**src/rtl/unidade_busca.sv**
```systemverilog
// Instruction-fetch unit: fetches over a req/ready handshake, issues one instruction
// at a time to the decoder and computes the next PC (sequential, beq-taken, j).
module unidade_busca #(
  parameter logic [31:0] RESET_PC = 32'h0000_0000
) (
  input  logic        clock,
  input  logic        reset,
  output logic        imem_req,
  output logic [31:0] imem_addr,
  input  logic        imem_ready,
  input  logic [31:0] imem_data,
  output logic [31:0] instr,
  output logic [5:0]  OPcode,
  output logic        instr_valid,
  output logic [31:0] pc,
  output logic [31:0] pc_plus4,
  input  logic        branch,
  input  logic        zero,
  input  logic [31:0] branch_offset,
  input  logic        stall,
  output logic [31:0] retired
);

  typedef enum logic {StFetch, StIssue} state_t;

  state_t      r_state;
  state_t      w_state_next;
  logic        r_active;
  logic [31:0] r_pc;
  logic [31:0] r_instr;
  logic [31:0] r_retired;

  logic        w_fetch_done;
  logic        w_issue_done;
  logic        w_is_jump;
  logic [31:0] w_pc_plus4;
  logic [31:0] w_offset_shifted;
  logic [31:0] w_next_pc;

  assign w_pc_plus4       = r_pc + 32'd4;
  assign w_offset_shifted = branch_offset << 2;
  assign w_is_jump        = (r_instr[31:26] == 6'b000010);

  // r_active keeps the request low until the first edge after reset is released.
  assign w_fetch_done = (r_state == StFetch) && r_active && imem_ready;
  assign w_issue_done = (r_state == StIssue) && !stall;

  always_comb begin
    if (w_is_jump) begin
      w_next_pc = {w_pc_plus4[31:28], r_instr[25:0], 2'b00};
    end else if (branch && zero) begin
      w_next_pc = w_pc_plus4 + w_offset_shifted;
    end else begin
      w_next_pc = w_pc_plus4;
    end
  end

  always_ff @(posedge clock or posedge reset) begin
    if (reset) begin
      r_state <= StFetch;
    end else begin
      r_state <= w_state_next;
    end
  end

  always_comb begin
    w_state_next = r_state;
    unique case (r_state)
      StFetch: if (w_fetch_done) w_state_next = StIssue;
      StIssue: if (!stall)       w_state_next = StFetch;
      default: w_state_next = StFetch;
    endcase
  end

  always_comb begin
    imem_req    = 1'b0;
    instr_valid = 1'b0;
    unique case (r_state)
      StFetch: imem_req    = r_active;
      StIssue: instr_valid = 1'b1;
      default: ;
    endcase
  end

  always_ff @(posedge clock or posedge reset) begin
    if (reset) begin
      r_active  <= 1'b0;
      r_pc      <= RESET_PC;
      r_instr   <= 32'h0;
      r_retired <= 32'h0;
    end else begin
      r_active <= 1'b1;
      if (w_fetch_done) begin
        r_instr <= imem_data;
      end
      if (w_issue_done) begin
        r_pc      <= w_next_pc;
        r_retired <= r_retired + 32'd1;
      end
    end
  end

  assign imem_addr = r_pc;
  assign pc        = r_pc;
  assign pc_plus4  = w_pc_plus4;
  assign instr     = r_instr;
  assign OPcode    = r_instr[31:26];
  assign retired   = r_retired;

endmodule

```
**config.mk**
```make
export PLATFORM = sky130hd
export DESIGN_NAME = unidade_busca
export DESIGN_NICKNAME = d
export VERILOG_FILES = /design/src/rtl/unidade_busca.sv
export SDC_FILE = /design/constraint.sdc
export NUM_CORES = 1
export LEC_CHECK = 0
export CORE_MARGIN = 4
export CORE_UTILIZATION = 25
export DETAILED_ROUTE_END_ITERATION = 8
export GPL_TIMING_DRIVEN = 0
export MAX_ROUTING_LAYER = met4
export SYNTH_ARGS = -nofsm -noshare
export SYNTH_HDL_FRONTEND = slang
export SYNTH_SLANG_ARGS = --single-unit
```
**constraint.sdc**
```tcl
create_clock -name clock -period 9.4 [get_ports clock]
set_input_delay 1.88 -clock clock [delete_from_list [all_inputs] [get_ports clock]]
set_output_delay 1.88 -clock clock [all_outputs]
set_load 0.02 [all_outputs]
```
==> out/metrics.yaml, run 1 <==
synth.area.mux_share_pct: 5.88
rsz0062_at_grt: "false"
ys_seq_elements: 96
yosys-top-cells-count: "nand2_1 (97), dfrtp_1 (96), o21ai_0 (51), xnor2_1 (51), a21oi_1 (43)"
synth_top_area_share_pct: 36.2
synth-compound-area-share_pct: 16.1
layout_setup_ws_ps: 3380
tightestPinTransition_ps: 1360
cp.buffers_inverters: 1
cp-start-kind: "flop"
start_util_pct: 25.4
area_delta_synth_final_pct: 46.0
clockRootBuffer: "clkbuf_16"
ys_seq_area_share_pct: 36.2
drive_above_1_share_pct: 9.69
nNetsFinal: 1094
tns_ps: 0
slowest_stage: "nor4_1"
clock_sinks: 96
timing.final.crit_share_pct: 64.1
wl_microns: 24300
die_height_microns: 171
hold_violations: 0
coreArea_sq_mm: 0.0261
track_usage_pct: 16.9
drc: 0
num_vias: 6278
slowest_delay_ps: 1140
arrival_ps: 4140
finalWeightedCongestion: 0.860
synth.distinct_cells: 48
synthArstFlopShare_pct: 100
fin_worst_skew_ps: 9.24
ys.flop_type: "dfrtp_1"
dr.pass1.iters: 5
min_period_ps: 6020
clkTransAtPathRegs_ps: 80
synth_top_family_by_area: "simple AND/OR/NAND/NOR gates"
synthSimpleGateAreaFrac_pct: 16.9
pre_cts_slack_ps: 3870
path_class: "flop to primary output"
slew_headroom_pct: 8.48
finalSetupViolCount: 0
hp-class: "flop to flop"
grt_pass1_wl_microns: 37200
power_density_mw_per_mm2: 290
max_freq_mhz: 166
synth-edff-count: 0
synthAdderAreaFrac_pct: 7.27
status: "completed"
cts_setup_buffers: 0
antenna_found_initial: 0
synth.top_cells.by_area: "dfrtp_1 (36%), ha_1 (7.0%), xnor2_1 (6.7%), nand2_1 (5.5%), mux2_2 (5.4%)"
ctsResizeCount: 0
wl_per_cell_microns: 18.3
yosysTopAreaCell: "dfrtp_1"
required_ps: 7520
drv_slew: 0
clk_latency_ps: 350
netlist_instances: 740
globalRouteOverflowTotal: 0
n_antenna_cell: 0
synth_most_common_cell: "nand2_1"
cts_tree: "yes"
die_w_microns: 171
dp_hpwl_microns: 19100
ant_nets: 0
grt_max_degree: 52
avgSynthCellArea_sq_um: 8.97
vias_per_cell: 4.73
first_global_vias: 6385
ctsLongestPathBuffers: 2
power_leakage_nw: 4.18
peakVddDrop_uv: 190
syn_area_sq_mm: 0.00664
path_max_fanout: 8
pin_count: 238
worstPathCellList: "nand3_1 > nor4_1 > nand4_1 > nor2_1 > xor2_1 > clkdlybuf4s50_1"
synth_warnings: 0
crit_path_end_kind: "primary output"
die_area_sq_mm: 0.0292
drv_cap: 0
num_rows: 59
cts_buffers: 9
drt_iter0_markers: 413
crit_family: "simple AND/OR/NAND/NOR gates"
io_buffers: 229
ctsHoldBuffers: 0
synth_xor_area_share_pct: 10.9
htree_levels: 3
==> power breakdown <==
group          leakage, nW  switching, W  internal [W]
combinational         2.83      0.000924      0.000836
sequential            1.21      0.000170      0.000508
clock                0.143      0.000184      0.000188
total                 4.18       0.00128       0.00153
==> flip-flops by register name, indices dropped and copies added (netlist names) <==
name and cells:
imem_addr 30, r_active 1, instr 32, retired 32, r_state 1
==> cell families (layout without fill, tap and decap cells) <==
logic type	Yosys count	after routing
XOR/XNOR	83	83
other	2	7
AND/OR/NAND/NOR	237	237
buffers and inverters	76	322
AO/OA/AOI/OAI	173	173
flip-flops	96	96
adder cells (fa/ha/maj)	38	38
multiplexers	35	35
==> final timing paths <==
check	slack [ps]	end	from	depth (start not counted)
max	3380	pc_plus4[25]	imem_addr[4]	6
max in group asynchronous	6780	instr[14]	reset	3
min in group asynchronous	1950	retired[14]	reset	2
max reg2reg	4280	imem_addr[29]	imem_addr[2]	16
min reg2reg	480	retired[31]	retired[31]	1
min	480	retired[31]	retired[31]	1
==> placed cells by master, fill, tap and decap left out, drive strengths merged, types with 7 or more instances in the layout <==
cell type / netlist / layout
ha: 37 / 37
a31oi: 7 / 7
o21a: 8 / 8
xor2: 32 / 32
clkdlybuf4s50: 0 / 229
nand3: 21 / 21
a21o: 19 / 19
a21oi: 45 / 45
conb: 2 / 7
mux2: 32 / 32
nand4: 15 / 15
buf: 47 / 48
inv: 10 / 14
o21ai: 51 / 51
o211ai: 10 / 10
nor3: 8 / 8
a211oi: 7 / 7
nor2: 42 / 42
clkbuf: 19 / 28
and3: 22 / 22
nand2: 97 / 97
xnor2: 51 / 51
dfrtp: 96 / 96
nand2b: 9 / 9
==> metal layers <==
metal | global-route usage [%] | up-vias | wire length [microns]
met2 | 27.0 | 205 | 11700
met4 | 3.55 | 0 | 222
met3 | 2.84 | 14 | 1280
li1 | - | 3056 | -
met1 | 22.6 | 3003 | 11100
met5 | - | - | 0
==> stage by stage <==
step                cells  area, sq um  hold WS [ps]  util (%)  total power [W]
CTS                  1326         9700           488      37.1          0.00283
finish               1326         9700           482      37.1          0.00281
detailed placement   1310         9400           477      36.0          0.00244
global placement     1309         9370           463      35.9          0.00243
floorplan             745         6660           582         -          0.00171
global route         1326         9700           513      37.1          0.00300
==> area by class of cell <==
type | count | area (sq um)
plain buffers | 66 | 405
clock buffers | 9 | 225
clock inverters | 7 | 70.1
fillers | 2690 | 16400
inverters | 10 | 40.0
multi-input cells | 573 | 3810
flip-flops and latches | 96 | 2400
well taps | 335 | 419
repair buffers | 230 | 2320
No activity file was read; power rests on OpenSTA's default activity.
==> inputs of run 2 (changes only) <==
==> constraint.sdc (replaced) <==
create_clock -name clock -period 5 [get_ports clock]
set_input_delay 1 -clock clock [delete_from_list [all_inputs] [get_ports clock]]
set_output_delay 1 -clock clock [all_outputs]
set_load 0.02 [all_outputs]
==> run 2 against run 1 <==
  * Sequential power grew 87%
  * Via count increased by 0.14%
  * Flip-flop and latch count stayed put
  * Total power rose by 88%
  * Worst setup slack lost 3000 ps
  * Clock power grew 87%
  * Highest routed layer unchanged
==> out/metrics.yaml, run 2 (synthesis results as in run 1) <==
pwr-share-seq_pct: 24.1
cp.buffers_inverters: 1
fillers: 2683
hp-class: "flop to flop"
wl_microns: 24300
pin_count: 238
clkTransAtPathRegs_ps: 80
power_leakage_nw: 4.22
clock_sinks: 96
cts_buffers: 9
grt_pass1_wl_microns: 37200
tns_ps: 0
slew_headroom_pct: 42.8
p_sw_share_pct: 45.4
drc: 0
wl_per_cell_microns: 18.3
hold_end: "retired[31]"
required_ps: 4000
die_w_microns: 171
status: "completed"
r2r_start: "imem_addr[4]"
peakVddDrop_uv: 357
clk_latency_ps: 350
crit_family: "simple AND/OR/NAND/NOR gates"
cts_tree: "yes"
tightestPinTransition_ps: 857
rsz0062_at_grt: "false"
drv_slew: 0
io_buffers: 229
first_global_vias: 6396
max_freq_mhz: 216
finalWeightedCongestion: 0.860
hold_violations: 0
path_max_fanout: 8
slowest_delay_ps: 720
num_rows: 59
vias_per_cell: 4.73
track_usage_pct: 16.9
die_height_microns: 171
combPwrFrac_pct: 62.6
finalSetupViolCount: 0
ant_nets: 0
timing.final.crit_share_pct: 92.4
drv_cap: 0
pre_cts_slack_ps: -76.9
drive_above_1_share_pct: 10.3
fin_worst_skew_ps: 7.97
cp-start-kind: "flop"
dr.pass1.iters: 5
htree_levels: 3
crit_path_end_kind: "primary output"
area_delta_synth_final_pct: 46.7
final_cell_mix: "clkdlybuf4s50_1 (229), nand2_1 (97), dfrtp_1 (96)"
start_util_pct: 25.4
num_vias: 6287
fin_util_pct: 37.3
p_switching_w: 0.00240
p_int_w: 0.00288
dp_hpwl_microns: 19100
nNetsFinal: 1098
n_antenna_cell: 0
globalRouteOverflowTotal: 0
worstPathCellList: "nand3_1 > nor4_2 > nand4_1 > nor2_1 > xor2_1 > clkdlybuf4s50_1"
path_class: "flop to primary output"
antenna_found_initial: 0
min_period_ps: 4620
final_common_cell: "clkdlybuf4s50_1"
grt_max_degree: 52
coreArea_sq_mm: 0.0261
power_density_mw_per_mm2: 542
die_area_sq_mm: 0.0292
clockPowerShare_pct: 13.2
slowest_stage: "nor4_2"
layout_setup_ws_ps: 378
drt_iter0_markers: 362
rr_endpoint: "imem_addr[29]"
clockRootBuffer: "clkbuf_16"
holdCritStartpoint: "retired[31]"
r2r_setup_slack_ps: 470
hold_depth: 1
ctsLongestPathBuffers: 2
arrival_ps: 3620
rr_worst_depth: 13
[run 2: changes by cell type in the layout (fill, tap and decap cells not counted), sizes merged]
cell  change
buf       +4
[run 2: metrics by stage]
step	instances	hold WS, ps	area (sq um)	total power, W
after floorplan	745	582	6660	0.00321
after global placement	1309	463	9370	0.00457
after detailed placement	1310	477	9400	0.00458
after CTS	1326	488	9710	0.00532
after global routing	1330	513	9740	0.00564
final	1330	482	9740	0.00528
[run 2: timing repair]
action                                  in CTS  in global routing
endpoints found under the setup margin       3                  2
buffers inserted                             0                  4
hold buffers                                 0                  0
gates resized for setup                      2                  1
pin swaps                                    0                  2
[run 2: worst max path at each step]
stage / start / end / depth (start not counted)
6_report: imem_addr[4] / pc_plus4[25] / 6
5_1_grt: imem_addr[2] / imem_addr[29] / 13
4_1_cts: imem_addr[2] / imem_addr[29] / 16
3_5_place_dp: imem_addr[2] / imem_addr[29] / 16
3_3_place_gp: reset / instr[9] / 2
2_1_floorplan: imem_addr[3] / imem_addr[29] / 16
[run 2: final cells by class]
cell class                 count  area [sq um]  area share [%]
buffer                        66           405            4.16
clock buffer                   9           225            2.31
clock inverter                 7          70.1           0.719
inverter                      10          40.0           0.411
multi-input combinational    573          3830            39.3
sequential                    96          2400            24.7
tap                          335           419            4.30
timing repair buffer         234          2350            24.1
[run 2: worst register-to-register path: stages (launching register included)]
cell	delay (ps)
dfrtp_1	530
nand3_1	180
nor4_2	720
nand4_1	450
xnor2_1	500
ha_1	370
a21o_1	180
a21oi_1	180
o21ai_0	100
o21ai_0	150
nand2b_1	70
a221o_1	390
or4_1	420
and4_1	200
[run 2: per-layer routing]
layer	share of wire, %	track usage (%)
met3	5.2	2.84
met5	0	-
met4	0.95	3.55
met2	48	27.1
met1	46	22.6
[run 2: power by group through the flow]
stage | Combinational, W | Clock (W) | Sequential (W)
6_report | 0.00331 | 0.000699 | 0.00127
2_1_floorplan | 0.00180 | 0 | 0.00140
4_1_cts | 0.00332 | 0.000725 | 0.00128
5_1_grt | 0.00358 | 0.000747 | 0.00132
3_5_place_dp | 0.00329 | 0 | 0.00129
3_3_place_gp | 0.00328 | 0 | 0.00129
==> edit: new RTL, config.mk and constraints of run 1 <==
Reset style: synchronous (`reset`), changed in 2 clocked blocks.
--- a/src/rtl/unidade_busca.sv
+++ b/src/rtl/unidade_busca.sv
@@ -56,5 +56,5 @@
   end
 
-  always_ff @(posedge clock or posedge reset) begin
+  always_ff @(posedge clock) begin
     if (reset) begin
       r_state <= StFetch;
@@ -83,5 +83,5 @@
   end
 
-  always_ff @(posedge clock or posedge reset) begin
+  always_ff @(posedge clock) begin
     if (reset) begin
       r_active  <= 1'b0;
Check against the original RTL: differs if reset is asserted again (counterexample within 4 cycles, from zero or initial values and one cycle with reset high); with reset held inactive, the same outputs for 10 cycles.
==> edit against run 1 <==
- first-iteration DRC count is 7.3% higher
- highest routed layer unchanged
- count of clock-buffer cells in the layout is 3 higher
- synthesized cell count is 17% higher
- critical path type unchanged
- worst setup slack better by 1.0 ns
- sequential share of layout area is 4.9 points lower
- sequential cell count stayed put
- routed wire length is 6.8% higher
- worst hold slack worse by 0.0068 ns
- core utilization hardly changed
- area after synthesis is 0.11% lower
- critical path depth is 1 higher
- register-to-register slack better by 0.83 ns
- final area is 0.25% lower
Power is not compared: it rests on default switching activity, and its combinational part moved more than twofold at a synthesized area within 25%.
==> edit: results (changes against run 1) <==
status: "complete, no violations"
wire_per_inst_microns: 17.9  # -2.4%
clockRootBuffer: "clkbuf_16"
dr.pass1.iters: 4  # -1
grt_antenna_before_repair: 4  # +4
wirelength_microns: 26000  # +6.8%
grt_pass1_vias: 6788  # +6.3%
dp_hpwl_microns: 21000  # +9.6%
r2r-end: "imem_addr[30]$_SDFFE_PP0P_"
synthTopCellsByArea: "dfxtp_1, nand2_1, ha_1, a21oi_1, xnor2_1"
timing.hold.ws_ns: 0.476  # -0.00676 ns
cpPeakStageDelay_ns: 0.66  # -0.48 ns
seq_area_frac_synth: 0.290  # -0.0720
drt_iter0_markers: 443  # +7.3%
critPathMaxFanout: 7  # -1
htreeDepth: 3  # unchanged
grt_start_max_net_pins: 16  # -69%
ir_worst_vdd_mv: 0.0869
vias: 6970  # +11%
arrival_ns: 3.10  # -1.04 ns
synth_flop_cell: "dfxtp_1"
clk_pin_slew_ns: 0.08  # about the same
skew_ns: 0.00989  # +0.000652 ns
slowest_stage: "clkdlybuf4s50_1"
gp_congestion: 0.857  # -0.34%
synth_cell_types: 73  # +52%
reg2reg_slack_ns: 5.11  # +0.83 ns
post-place-ws_ns: 4.50  # +0.630 ns
timing.rr.start: "imem_addr[2]$_SDFFE_PP0P_"
dp_cells: 1431  # +9.2%
worstMarginPinSlew_ns: 0.726  # -0.635 ns
grt_usage: 0.177  # +0.00815
hp-start: "instr[17]$_SDFFE_PP0P_"
nNetsFinal: 1215  # +11%
placed_area_sq_mm: 0.00935  # -0.51%
io_buffers: 228  # -0.44%
async_flop_share: 0  # -1.00
hold_path_depth: 2  # +1
drive_above_1_share: 0.0746  # -0.0222
grt_first_pass_wirelength_microns: 39300  # +5.7%
worstHoldEndpoint: "instr[17]$_SDFFE_PP0P_"
synthCells: 863  # +17%
yosys-top-cells-count: "nand2_1, dfxtp_1, a21oi_1"
[edit: worst max-delay path by stage]
stage                               from                         end  slack, ns  cells after the start
4_1_cts        imem_addr[4]$_SDFFE_PP0P_                pc_plus4[24]       4.42                      7
2_1_floorplan           branch_offset[0]  imem_addr[30]$_SDFFE_PP0P_       5.34                     10
3_5_place_dp            branch_offset[8]  imem_addr[30]$_SDFFE_PP0P_       4.50                     10
3_3_place_gp            branch_offset[7]  imem_addr[30]$_SDFFE_PP0P_       4.47                     10
6_report       imem_addr[2]$_SDFFE_PP0P_                pc_plus4[30]       4.42                      7
5_1_grt        imem_addr[2]$_SDFFE_PP0P_                pc_plus4[24]       4.19                      7
[edit: cells by family after synthesis]
| logic type | count (synthesis) | synth area share |
|---|---|---|
| AO/OA/AOI/OAI | 213 | 0.205 |
| XOR/XNOR | 74 | 0.0977 |
| adder cells (fa/ha/maj) | 38 | 0.0728 |
| buffers and inverters | 87 | 0.0766 |
| flip-flops | 96 | 0.290 |
| multiplexers | 6 | 0.0100 |
| other | 1 | 0.000565 |
| AND/OR/NAND/NOR | 348 | 0.247 |
[edit: cell type report]
type	instances	area, sq um
inverters	7	26.3
clock buffers	12	256
fillers	2711	16400
repair buffers	228	2280
plain buffers	80	482
clock inverters	4	52.6
flip-flops and latches	96	1920
well taps	335	419
diodes	4	10.0
multi-input cells	685	4220
[edit: per-layer routing]
| metal | vias up | wire length (microns) | GRT usage |
|---|---|---|---|
| li1 | 3515 | - | - |
| met2 | 231 | 11900 | 0.280 |
| met3 | 27 | 2100 | 0.0564 |
| met4 | 0 | 417 | 0.0379 |
| met1 | 3197 | 11500 | 0.223 |
| met5 | - | 0 | - |
[edit: worst min-delay path: stages, from the launching register on]
cell,delay [ns]
dfxtp_1,0.32
nand2_1,0.06
a21oi_1,0.05
